**src/rtl/key_event_gen.sv**
```systemverilog
// Key event generator: synchronizes a debounced key and emits press, release and long-press pulses.
// Optional auto-repeat in the LONG state is built when KEY_EVENT_REPEAT_EN is defined.
module key_event_gen #(
   parameter logic        PRESS_LEVEL   = 1'b0,
   parameter int unsigned LONG_CYCLES   = 50000000,
   parameter int unsigned REPEAT_CYCLES = 10000000
) (
   input  logic clk,
   input  logic rst_n,
   input  logic key_in,
   output logic key_press,
   output logic key_release,
   output logic key_long,
   output logic key_held
);

   typedef enum logic [1:0] {
      IDLE    = 2'd0,
      PRESSED = 2'd1,
      LONG    = 2'd2
   } state_t;

   localparam logic [31:0] LONG_LAST = 32'(LONG_CYCLES - 1);
   localparam logic [31:0] REP_LAST  = 32'(REPEAT_CYCLES - 1);

   logic        r_sync1;
   logic        r_sync2;
   logic        r_hist;
   state_t      r_state;
   logic [31:0] r_hold_cnt;
   logic        r_press;
   logic        r_release;
   logic        r_long;
   logic        r_held;

   state_t      w_state_nxt;
   logic [31:0] w_hold_nxt;
   logic        w_press_nxt;
   logic        w_release_nxt;
   logic        w_long_nxt;
   logic        w_press_edge;
   logic        w_release_edge;

`ifdef KEY_EVENT_REPEAT_EN
   logic [31:0] r_rep_cnt;
   logic [31:0] w_rep_nxt;
`else
   // Repeat period is meaningless without the repeat counter.
   logic w_unused_rep;
   assign w_unused_rep = ^REP_LAST;
`endif

   assign w_press_edge   = (r_sync2 == PRESS_LEVEL) && (r_hist != PRESS_LEVEL);
   assign w_release_edge = (r_sync2 != PRESS_LEVEL) && (r_hist == PRESS_LEVEL);

   // NOTE: sequential state uses non-blocking (<=) so every flop samples pre-edge values.
   always_ff @(posedge clk or negedge rst_n) begin
      if (!rst_n) begin
         r_sync1    <= ~PRESS_LEVEL;
         r_sync2    <= ~PRESS_LEVEL;
         r_hist     <= ~PRESS_LEVEL;
         r_state    <= IDLE;
         r_hold_cnt <= '0;
         r_press    <= 1'b0;
         r_release  <= 1'b0;
         r_long     <= 1'b0;
         r_held     <= 1'b0;
`ifdef KEY_EVENT_REPEAT_EN
         r_rep_cnt  <= '0;
`endif
      end else begin
         r_sync1    <= key_in;
         r_sync2    <= r_sync1;
         r_hist     <= r_sync2;
         r_state    <= w_state_nxt;
         r_hold_cnt <= w_hold_nxt;
         r_press    <= w_press_nxt;
         r_release  <= w_release_nxt;
         r_long     <= w_long_nxt;
         r_held     <= (w_state_nxt != IDLE);
`ifdef KEY_EVENT_REPEAT_EN
         r_rep_cnt  <= w_rep_nxt;
`endif
      end
   end

   // NOTE: every comb output gets a default first, so no path can infer a latch.
   always_comb begin
      w_state_nxt   = r_state;
      w_hold_nxt    = r_hold_cnt;
      w_press_nxt   = 1'b0;
      w_release_nxt = 1'b0;
      w_long_nxt    = 1'b0;
`ifdef KEY_EVENT_REPEAT_EN
      w_rep_nxt     = r_rep_cnt;
`endif
      case (r_state)
         IDLE: begin
            if (w_press_edge) begin
               w_state_nxt = PRESSED;
               w_hold_nxt  = '0;
               w_press_nxt = 1'b1;
            end
         end
         PRESSED: begin
            // Release outranks the long threshold when both land in the same cycle.
            if (w_release_edge) begin
               w_state_nxt   = IDLE;
               w_release_nxt = 1'b1;
            end else if (r_hold_cnt == LONG_LAST) begin
               w_state_nxt = LONG;
               w_long_nxt  = 1'b1;
`ifdef KEY_EVENT_REPEAT_EN
               w_rep_nxt   = '0;
`endif
            end else begin
               w_hold_nxt = r_hold_cnt + 32'd1;
            end
         end
         LONG: begin
            if (w_release_edge) begin
               w_state_nxt   = IDLE;
               w_release_nxt = 1'b1;
`ifdef KEY_EVENT_REPEAT_EN
               w_rep_nxt     = '0;
`endif
            end
`ifdef KEY_EVENT_REPEAT_EN
            else if (r_rep_cnt == REP_LAST) begin
               w_press_nxt = 1'b1;
               w_rep_nxt   = '0;
            end else begin
               w_rep_nxt = r_rep_cnt + 32'd1;
            end
`endif
         end
         default: w_state_nxt = IDLE;
      endcase
   end

   assign key_press   = r_press;
   assign key_release = r_release;
   assign key_long    = r_long;
   assign key_held    = r_held;

endmodule

```
**config.mk**
```make
export PLATFORM = sky130hd
export DESIGN_NAME = key_event_gen
export DESIGN_NICKNAME = d
export VERILOG_FILES = /design/src/rtl/key_event_gen.sv
export SDC_FILE = /design/constraint.sdc
export NUM_CORES = 1
export LEC_CHECK = 0
export BUFFER_PORTS_ARGS = -buffer_cell sky130_fd_sc_hd__buf_4
export CELL_PAD_IN_SITES_DETAIL_PLACEMENT = 1
export CELL_PAD_IN_SITES_GLOBAL_PLACEMENT = 1
export CORE_MARGIN = 2
export CORE_UTILIZATION = 48
export DETAILED_ROUTE_END_ITERATION = 16
export PLACE_DENSITY = 0.83
export REMOVE_ABC_BUFFERS = 1
export SLEW_MARGIN = 20
export SYNTH_ARGS = -nofsm -noshare
export SYNTH_HDL_FRONTEND = slang
export SYNTH_SLANG_ARGS = --single-unit
```
**constraint.sdc**
```tcl
create_clock -name clk -period 3.4 [get_ports clk]
set_input_delay 0.34 -clock clk [delete_from_list [all_inputs] [get_ports clk]]
set_output_delay 0.34 -clock clk [all_outputs]
set_load 0.02 [all_outputs]
```
==> reports/metrics.csv, run 1 <==
stage,metric,value,unit
critical_path,worst r2r src,r_state[1],
placement,# port buffers,6,
sta,Relative slew margins,0.5563,
synthesis,Post-Synth Adder-Cell Area,0.02732,
critical_path,Worst R2R End,r_hold_cnt[5],
die,Die X,73.07,um
cts,H-tree levels,2,
outcome,status,"complete, no violations",
synthesis,combinational family with the most area after synthesis,simple AND/OR/NAND/NOR gates,
cts,TritonCTS clock tree,built,
cts,Resized Gates After CTS,0,
die,core area,4661,um^2
synthesis,count of flip-flops with a built-in enable after synthesis,0,
sta,fin crit share,0.7322,
sta,final hold vios,0,
grt,initial antenna violation count,0,
die,# IOs,7,
sta,unrepaired setup endpoints after global routing,false,
synthesis,Synth Instances,242,
synthesis,cell area after synthesis,2290,um^2
layout,area grow syn2layout,8.689,%
power_and_ir_drop,clock group share of total power,0.330,
sta,# setup viols final,0,
placement,dpl hpwl,3890,um
layout,# fillers,548,
detailed_routing,final wirelength,5747,um
cts,Max Buffers Root-to-Sink,2,
critical_path,critical path peak fanout,18,
sta,setup tns final,0,ns
power_and_ir_drop,Pint,856.7,uW
power_and_ir_drop,Comb pwr share,0.233,
critical_path,crit-path max cell delay,0.61,ns
synthesis,list of most frequent post-synthesis cells,"38 x dfrtp_1, 20 x nand2_1, 20 x nor2_1",
placement,Final Wtd Congestion,0.7979,
detailed_routing,Post-route DRC,0,
detailed_routing,drt initial violations,135,
sta,Final min period,2.489,ns
grt,vias in the first global route,2034,
die,Die Area,5338,um^2
synthesis,total of warnings raised by yosys,0,
synthesis,post-synthesis mux area share,0.01311,
placement,placed inst area,2369,um^2
synthesis,Area contributors post-synth,"dfrtp_1 42%, dfstp_2 3.4%, xnor2_1 3.4%",
power_and_ir_drop,Peak VDD IR,0.0002813,V
die,die height,73.07,um
critical_path,r2r worst-path depth,8,
sta,worst-margin pin slew,0.6655,ns
synthesis,Most used DFF post-synth,dfrtp_1,
detailed_routing,via count normalized by instance count,6.337,
power_and_ir_drop,switching power total,403.4,uW
placement,Placement Setup Slack,0.9479,ns
detailed_routing,drt first pass iters,4,
cts,number of CTS-inserted buffers,5,
detailed_routing,via count,1920,
power_and_ir_drop,Sw Ratio,0.3201,
synthesis,syn avg cell area,9.462,um^2
die,site row count,25,
layout,Antenna Cells,0,
detailed_routing,Detail Route Antenna Nets,0,
grt,GRT overflow,0,
power_and_ir_drop,Seq pwr share,0.437,
sta,Max Clock Skew,0.009302,ns
power_and_ir_drop,Leak,1.061,nW
layout,design area,2489,um^2
synthesis,"Seq/Total Area, Yosys",0.4497,
cts,"Setup Fix Bufs, Post-CTS",0,
critical_path,"Cell Chain, Critical Path","inv_1, ha_1, mux2i_1, o21a_1, buf_4, a41oi_1, or4b_2, nand2_1",
synthesis,leading area contributor after synthesis,dfrtp_1,
cts,clk sinks,41,
cts,cts hold-fix bufs,0,
detailed_routing,per-cell routed wire length,18.97,um
grt,largest net degree at the start of global routing,42,
synthesis,Yosys cell types,46,
die,Starting Density,0.4913,
sta,final setup margin,0.9107,ns
flow_run,Max-Cap Viols,0,
layout,fin nets,256,
grt,first-pass GRT wire length,9804,um
critical_path,WP data required,3.63,ns
cts,"Reg clk slew, reported paths",0.09,ns
grt,Total GRT Usage,0.2366,
sta,Fmax,401.7,MHz
synthesis,area fraction of the dominant cell type after synthesis,0.4153,
cts,worst-skew pair later-pin latency,0.30,ns
critical_path,FF-to-FF setup slack,0.91,ns
power_and_ir_drop,Power Dens Cells,506.3,nW/um^2
sta,Final Max Tran Viols,0,
synthesis,Async SR Flop Fraction,1.000,
synthesis,post-synthesis simple-gate area fraction,0.2929,
layout,layout cells sized above 1,0.1165,
min_path,Hold WC Path Type,primary input to asynchronous set/reset pin,
critical_path,startpoint types,flip-flop,
critical_path,CP arrival,2.72,ns
synthesis,"count leader, synth",dfrtp_1,
synthesis,xor/xnor share of the synthesized area,0.03443,
critical_path,CP max stage cell,or4b_2,
synthesis,area fraction in compound gates after synthesis,0.1432,
cts,root buffer cell,clkbuf_8,
critical_path,Worst setup EP type,flip-flop,
synthesis,Yosys reg bits,41,
critical_path,kind of critical path,flip-flop to flip-flop,
## power groups by stage
| stage | Combinational [mW] | Sequential [mW] | Clock (mW) |
|---|---|---|---|
| floorplan | 0.175 | 0.561 | 0 |
| global placement | 0.281 | 0.556 | 0 |
| detailed placement | 0.290 | 0.558 | 0 |
| CTS | 0.292 | 0.550 | 0.425 |
| global route | 0.327 | 0.557 | 0.442 |
| finish | 0.293 | 0.551 | 0.416 |
## cell families after synthesis
family                     count (synthesis)
AOI/OAI and AO/OA                         49
xor gates and xnor gates                   9
adders and majority gates                  5
buffers and inverters                     19
DFF                                       41
muxes                                      3
and+or+nand+nor                          116
## worst max-delay path: cells and delay by family (launching register included)
kind,cells,cell delay (ns)
AO/OA/AOI/OAI,2,0.44
adder cells (fa/ha/maj),1,0.40
buffers and inverters,2,0.32
flip-flops,1,0.42
multiplexers,1,0.15
AND/OR/NAND/NOR,2,0.70
## state kept, by name (all words and copies together) (netlist names)
register and count:
key_press 1, r_hist 1, r_sync2 1, r_hold_cnt 32, key_held 1, key_long 1, r_sync1 1, r_state 2
key_release 1
## cell type report
cell class	instances	area, um^2	share of cell area
Clock buffer	6	82.58	0.03318
Clock inverter	2	37.54	0.01508
Inverter	9	33.78	0.01357
Multi-Input combinational cell	182	1170	0.4701
Sequential cell	41	1030	0.4138
Tap cell	54	67.56	0.02715
Timing Repair Buffer	9	67.56	0.02715
## per-stage QoR
stage	hold WS, ns	utilization	power (mW)	cells
3_3_place_gp	0.3453	0.5082	0.8369	295
2_1_floorplan	0.04441	-	0.7364	232
5_1_grt	0.05682	0.5340	1.325	303
6_report	0.01483	0.5340	1.260	303
3_5_place_dp	0.3512	0.5082	0.8488	295
4_1_cts	0.03631	0.5340	1.267	303
## metal layers
layer,track usage,vias to the layer above,part of all wire
li1,-,916,-
met1,0.3310,969,0.48
met2,0.3854,28,0.48
met3,0.03729,7,0.031
met4,0.05556,0,0.013
met5,0,-,0
## how the worst max path moves through the flow
stage | endpoint | start | slack [ns]
finish | r_hold_cnt[5] | r_state[1] | 0.91
global route | r_hold_cnt[24] | r_state[1] | 0.71
CTS | r_hold_cnt[5] | r_state[1] | 0.92
detailed placement | r_hold_cnt[5] | r_state[1] | 0.95
global placement | r_hold_cnt[31] | r_state[1] | 1.02
floorplan | r_hold_cnt[5] | r_state[0] | 0.76
## layout by cell type, fill, tap and decap left out, types with 3 or more instances in the layout
| cell type | count |
|---|---|
| dfrtp_1 | 38 |
| nor2_1 | 20 |
| nand2_1 | 20 |
| a21oi_1 | 13 |
| nand3_1 | 10 |
| inv_1 | 9 |
| nand4_1 | 9 |
| xnor2_1 | 9 |
| buf_4 | 9 |
| nand2b_1 | 8 |
| or4_1 | 7 |
| o21ai_0 | 7 |
| nor4_1 | 6 |
| nor3_1 | 6 |
| a31oi_1 | 6 |
| clkbuf_8 | 6 |
| and4_1 | 5 |
| o31ai_1 | 5 |
| ha_1 | 5 |
| and2_1 | 4 |
| or3_1 | 4 |
| and3_1 | 3 |
| o21a_1 | 3 |
| mux2i_1 | 3 |
| a41o_1 | 3 |
| o311ai_0 | 3 |
| dfstp_2 | 3 |
No activity file was read; power rests on OpenSTA's default activity.
==> run 2, diff against run 1 <==
==> constraint.sdc (replaced) <==
create_clock -name clk -period 2.6 [get_ports clk]
set_input_delay 0.26 -clock clk [delete_from_list [all_inputs] [get_ports clk]]
set_output_delay 0.26 -clock clk [all_outputs]
set_load 0.02 [all_outputs]
==> run 2 against run 1 <==
Routed wire length decreased by 0.70%. Design area up 1.6%. Count of clock-buffer cells in the layout grew 2. Sequential share of layout area shrank 0.66 points. Clock skew grew 0.0013 ns. Utilization grew 0.86 points. Die area unchanged. Power rose by 25%. Sequential power rose by 30%. Cell count increased by 3.0%. Critical endpoint unchanged.
==> reports/metrics.csv, run 2 (synthesis results as in run 1) <==
stage,metric,value,unit,change
outcome,status,"complete, no violations",,
layout,Antenna Cells,0,,unchanged
sta,WHS,0.07561,ns,+0.06078 ns
layout,Top Registers,"r_hold_cnt (32), r_state (2)",,
min_path,Hold WC Path Type,primary input to flip-flop,,
sta,unrepaired setup endpoints after global routing,false,,
detailed_routing,via count,1962,,+2.2%
die,Die X,73.07,um,unchanged
layout,# fillers,540,,-1.5%
die,core area,4661,um^2,unchanged
cts,H-tree levels,2,,unchanged
layout,Post-Route Utilization,0.5426,,+0.008590
layout,area grow syn2layout,10.44,%,
critical_path,CP arrival,2.57,ns,-0.15 ns
power_and_ir_drop,Leak,1.091,nW,+2.8%
grt,initial antenna violation count,0,,unchanged
layout,Layout Cells excl Fill,312,,+3.0%
die,Starting Density,0.4913,,unchanged
critical_path,r2r worst-path depth,8,,unchanged
sta,fin crit share,0.9007,,+0.1686
layout,fin nets,265,,+3.5%
detailed_routing,Detail Route Antenna Nets,0,,unchanged
detailed_routing,drt initial violations,110,,-19%
cts,clk sinks,41,,unchanged
power_and_ir_drop,Peak VDD IR,0.0003096,V,+10%
sta,# setup viols final,0,,unchanged
sta,setup tns final,0,ns,unchanged
flow_run,Max-Cap Viols,0,,unchanged
cts,cts hold-fix bufs,1,,+1
layout,Biggest register,r_hold_cnt,,
power_and_ir_drop,Seq pwr share,0.456,,+0.019
detailed_routing,Post-route DRC,0,,unchanged
layout,most frequent cells in the layout,"38 x dfrtp_1, 20 x nor2_1, 20 x nand2_1",,
cts,"Setup Fix Bufs, Post-CTS",0,,unchanged
grt,GRT overflow,0,,unchanged
die,# IOs,7,,unchanged
die,Die Area,5338,um^2,unchanged
placement,# port buffers,6,,unchanged
placement,placed inst area,2429,um^2,+2.5%
placement,Placement Setup Slack,0.2944,ns,-0.6535 ns
sta,Relative slew margins,0.5506,,-0.005719
critical_path,kind of critical path,flip-flop to flip-flop,,
grt,largest net degree at the start of global routing,42,,unchanged
cts,TritonCTS clock tree,built,,
cts,root buffer cell,clkbuf_8,,
critical_path,Worst setup EP type,flip-flop,,
power_and_ir_drop,Power Dens Cells,620.9,nW/um^2,+23%
cts,number of CTS-inserted buffers,5,,unchanged
sta,Final Max Tran Viols,0,,unchanged
critical_path,critical path peak fanout,18,,unchanged
grt,vias in the first global route,1978,,-2.8%
layout,max reg flops,32,,unchanged
detailed_routing,per-cell routed wire length,18.29,um,-3.6%
sta,Fmax,427.0,MHz,+6.3%
power_and_ir_drop,clock group share of total power,0.272,,-0.058
detailed_routing,drt first pass iters,4,,unchanged
power_and_ir_drop,Pint,1.054,mW,+23%
min_path,hold depth,1,,
grt,Total GRT Usage,0.2364,,about the same
sta,Final min period,2.342,ns,-0.1474 ns
sta,worst-margin pin slew,0.6741,ns,+0.008579 ns
critical_path,startpoint types,flip-flop,,
die,die height,73.07,um,unchanged
power_and_ir_drop,Comb pwr share,0.272,,+0.039
power_and_ir_drop,Sw Ratio,0.3289,,+0.008761
cts,Resized Gates After CTS,0,,unchanged
placement,Final Wtd Congestion,0.7741,,-3.0%
cts,Max Buffers Root-to-Sink,2,,unchanged
sta,final hold vios,0,,unchanged
layout,design area,2529,um^2,+1.6%
power_and_ir_drop,switching power total,516.4,uW,+28%
power_and_ir_drop,total power,1.570,mW,+25%
detailed_routing,via count normalized by instance count,6.288,,-0.76%
cts,"Reg clk slew, reported paths",0.07,ns,-0.02 ns
placement,total placed cells including tap cells,303,,+2.7%
die,site row count,25,,unchanged
grt,first-pass GRT wire length,9708,um,-0.98%
sta,final setup margin,0.2581,ns,-0.6526 ns
layout,layout cells sized above 1,0.1357,,+0.01919
layout,"most common cell after layout, fill and taps aside",dfrtp_1,,
cts,worst-skew pair later-pin latency,0.30,ns,about the same
placement,dpl hpwl,4117,um,+5.8%
critical_path,WP data required,2.83,ns,-0.80 ns
detailed_routing,final wirelength,5707,um,-0.70%
sta,Max Clock Skew,0.01065,ns,+0.001343 ns
==> run 2: area by class of cell <==
cell class | instances | area, um^2 | area share
Clock buffer | 8 | 90.09 | 0.03563
Inverter | 9 | 33.78 | 0.01336
Multi-Input combinational cell | 182 | 1170 | 0.4626
Sequential cell | 41 | 1030 | 0.4072
Timing Repair Buffer | 18 | 137.6 | 0.05443
Tap cell | 54 | 67.56 | 0.02672
==> run 2: routing by layer <==
metal / part of all wire / wire (um) / track usage / vias to the layer above
li1: - / - / - / 931
met1: 0.48 / 2740 / 0.3189 / 1000
met2: 0.48 / 2736 / 0.3864 / 24
met3: 0.030 / 169 / 0.04420 / 7
met4: 0.011 / 61 / 0.06996 / 0
met5: 0 / 0 / 0 / -
==> run 2: power groups by stage <==
stage | sequential (mW) | clock [mW] | combinational [mW]
floorplan | 0.734 | 0 | 0.229
global placement | 0.727 | 0 | 0.403
detailed placement | 0.730 | 0 | 0.421
CTS | 0.717 | 0.440 | 0.428
global route | 0.720 | 0.461 | 0.473
finish | 0.716 | 0.427 | 0.427
==> run 2: final timing paths <==
path	startpoint	to	slack (ns)
max	r_state[1]	r_hold_cnt[5]	0.26
min	key_in	r_sync1	0.08
max reg2reg	r_state[1]	r_hold_cnt[5]	0.26
min reg2reg	r_sync1	r_sync2	0.36
max in group asynchronous	rst_n	r_sync1	1.73
min in group asynchronous	rst_n	r_hold_cnt[22]	0.48
==> run 2: critical path, cell delays in order, from the launching register on <==
cell,delay (ns)
dfrtp_1,0.42
inv_1,0.11
ha_1,0.29
mux2i_1,0.14
o21a_1,0.20
buf_4,0.21
a41oi_1,0.23
or4b_2,0.61
nand2_1,0.09
==> run 3, diff against run 2 <==
--- a/config.mk
+++ b/config.mk
@@ -8,9 +8,11 @@
 export BUFFER_PORTS_ARGS = -buffer_cell sky130_fd_sc_hd__buf_4
 export CELL_PAD_IN_SITES_DETAIL_PLACEMENT = 1
 export CELL_PAD_IN_SITES_GLOBAL_PLACEMENT = 1
+export CORE_ASPECT_RATIO = 1.1
 export CORE_MARGIN = 2
 export CORE_UTILIZATION = 48
 export DETAILED_ROUTE_END_ITERATION = 16
+export GPL_TIMING_DRIVEN = 0
 export PLACE_DENSITY = 0.83
 export REMOVE_ABC_BUFFERS = 1
 export SLEW_MARGIN = 20
==> run 3 against run 2 <==
Critical path depth is 1 lower. Clock power is 9.8% higher. Sequential power hardly changed. Routed wire length is 11% higher. Hold slack worse by 0.0071 ns. Critical endpoint is now r_hold_cnt[31]. Utilization is 1.1 points higher. Highest routed layer unchanged. Sequential share of layout area is 0.41 points lower.
==> reports/metrics.csv, run 3 (synthesis results as in run 1) <==
stage,metric,value,unit,change
outcome,status,"complete, no violations",,
grt,Total GRT Usage,0.2458,,+0.009416
sta,Final min period,2.465,ns,+0.1227 ns
layout,design area,2557,um^2,+1.1%
cts,Max Buffers Root-to-Sink,2,,unchanged
sta,Final Max Tran Viols,0,,unchanged
sta,final setup margin,0.1354,ns,-0.1227 ns
placement,# port buffers,6,,unchanged
min_path,Hold WC Path Type,primary input to flip-flop,,
grt,initial antenna violation count,0,,unchanged
critical_path,r2r worst-path depth,7,,-1
detailed_routing,final wirelength,6360,um,+11%
critical_path,startpoint types,flip-flop,,
critical_path,WP data required,2.82,ns,about the same
detailed_routing,Detail Route Antenna Nets,0,,unchanged
critical_path,Worst R2R End,r_hold_cnt[31],,
die,Die X,69.85,um,-4.4%
flow_run,Max-Cap Viols,0,,unchanged
layout,layout cells sized above 1,0.1548,,+0.01910
min_path,Hold Path End,r_sync1,,
sta,worst-margin pin slew,0.6359,ns,-0.03818 ns
power_and_ir_drop,Peak VDD IR,0.0003247,V,+4.9%
detailed_routing,via count normalized by instance count,6.494,,+3.3%
critical_path,worst r2r src,r_state[0],,
placement,total placed cells including tap cells,295,,-2.6%
sta,unrepaired setup endpoints after global routing,false,,
detailed_routing,drt initial violations,106,,-3.6%
layout,Biggest register,r_hold_cnt,,
detailed_routing,per-cell routed wire length,20.65,um,+13%
cts,"Reg clk slew, reported paths",0.08,ns,about the same
layout,Layout Cells excl Fill,308,,-1.3%
critical_path,FF-to-FF setup slack,0.14,ns,-0.12 ns
grt,vias in the first global route,2060,,+4.1%
detailed_routing,drt first pass iters,4,,unchanged
critical_path,Worst setup EP type,flip-flop,,
cts,TritonCTS clock tree,built,,
layout,Top Registers,"r_hold_cnt (32), r_state (2)",,
min_path,min-delay src,key_in,,
power_and_ir_drop,total power,1.657,mW,+5.5%
layout,area grow syn2layout,11.69,%,
cts,root buffer cell,clkbuf_8,,
cts,H-tree levels,2,,unchanged
layout,most frequent cells in the layout,"37 x dfrtp_1, 20 x nand2_1, 19 x nor2_1",,
sta,Relative slew margins,0.5716,,+0.02097
detailed_routing,Post-route DRC,0,,unchanged
die,core area,4619,um^2,-0.89%
die,site row count,26,,+4.0%
die,Die Area,5339,um^2,about the same
power_and_ir_drop,Leak,1.076,nW,-1.4%
layout,Antenna Cells,0,,unchanged
power_and_ir_drop,Power Dens Cells,647.7,nW/um^2,+4.3%
detailed_routing,via count,2000,,+1.9%
critical_path,CP arrival,2.69,ns,+0.12 ns
cts,clk sinks,41,,unchanged
cts,worst-skew pair later-pin latency,0.30,ns,about the same
critical_path,critical path peak fanout,9,,-9
die,die height,76.44,um,+4.6%
cts,number of CTS-inserted buffers,5,,unchanged
sta,Fmax,405.7,MHz,-5.0%
placement,Final Wtd Congestion,0.7126,,-7.9%
sta,# setup viols final,0,,unchanged
grt,largest net degree at the start of global routing,42,,unchanged
sta,final hold vios,0,,unchanged
placement,dpl hpwl,3928,um,-4.6%
layout,"most common cell after layout, fill and taps aside",dfrtp_1,,
sta,fin crit share,0.9479,,+0.04718
layout,fin nets,259,,-2.3%
sta,Max Clock Skew,0.004087,ns,-0.006558 ns
die,# IOs,7,,unchanged
min_path,hold depth,1,,unchanged
grt,GRT overflow,0,,unchanged
placement,placed inst area,2362,um^2,-2.7%
grt,first-pass GRT wire length,10430,um,+7.5%
placement,Placement Setup Slack,-0.7771,ns,-1.071 ns
die,Starting Density,0.4957,,+0.004391
layout,max reg flops,32,,unchanged
critical_path,kind of critical path,flip-flop to flip-flop,,
-- run 3: power breakdown --
group	total [mW]	internal (mW)	leakage [nW]	switching (mW)
clock	0.469	0.240	0.0542	0.229
combinational	0.469	0.185	0.466	0.284
sequential	0.719	0.681	0.555	0.0379
total	1.66	1.11	1.08	0.551
-- run 3: worst max-delay path by stage --
stage | from | to | slack, ns | cells after the start
final | r_state[0] | r_hold_cnt[31] | 0.14 | 7
after global placement | r_state[1] | r_hold_cnt[5] | -0.58 | 7
after floorplan | r_state[0] | r_hold_cnt[5] | -0.04 | 7
after CTS | r_state[0] | r_hold_cnt[31] | 0.009 | 7
after global routing | r_state[0] | r_hold_cnt[31] | 0.04 | 7
after detailed placement | r_state[1] | r_hold_cnt[5] | -0.78 | 7
-- run 3: final cells by class --
cell class                      count  area [um^2]
Clock buffer                        7        96.34
Inverter                            9        33.78
Sequential cell                    41         1031
Timing Repair Buffer               12        96.34
Multi-Input combinational cell    182         1225
Clock inverter                      1        5.005
Tap cell                           56        70.07
Fill cell                         516         2062
-- run 3: through the flow --
| step | setup TNS [ns] | utilization | hold slack [ns] |
|---|---|---|---|
| finish | 0 | 0.5536 | 0.06847 |
| global route | 0 | 0.5536 | 0.05226 |
| CTS | 0 | 0.5444 | 0.06120 |
| detailed placement | -4.939 | 0.5114 | 0.2814 |
| global placement | -5.277 | 0.5084 | 0.2833 |
| floorplan | -0.03632 | - | -0.03559 |
-- run 3: layer usage --
layer | vias to the layer above | global-route usage | wire, um | part of all wire
li1 | 916 | - | - | -
met4 | 0 | 0.08846 | 143 | 0.022
met3 | 15 | 0.04630 | 201 | 0.032
met5 | - | 0 | 0 | 0
met2 | 41 | 0.4276 | 3331 | 0.52
met1 | 1028 | 0.3020 | 2683 | 0.42
-- run 3: repair_timing --
| action | CTS | global route |
|---|---|---|
| pin swaps | 0 | 2 |
| buffers inserted | 0 | 4 |
| gates cloned | 0 | 0 |
| setup endpoints to repair | 13 | 6 |
| hold buffers | 1 | 0 |
| resized for setup | 7 | 4 |
| hold endpoints to repair | 38 | 0 |
-- run 3: critical path: stages (launching register included) --
cell	delay [ns]
dfrtp_2	0.45
inv_1	0.15
ha_4	0.21
mux2i_1	0.15
o21a_4	0.27
or4b_4	0.56
or4_1	0.42
a21oi_1	0.17
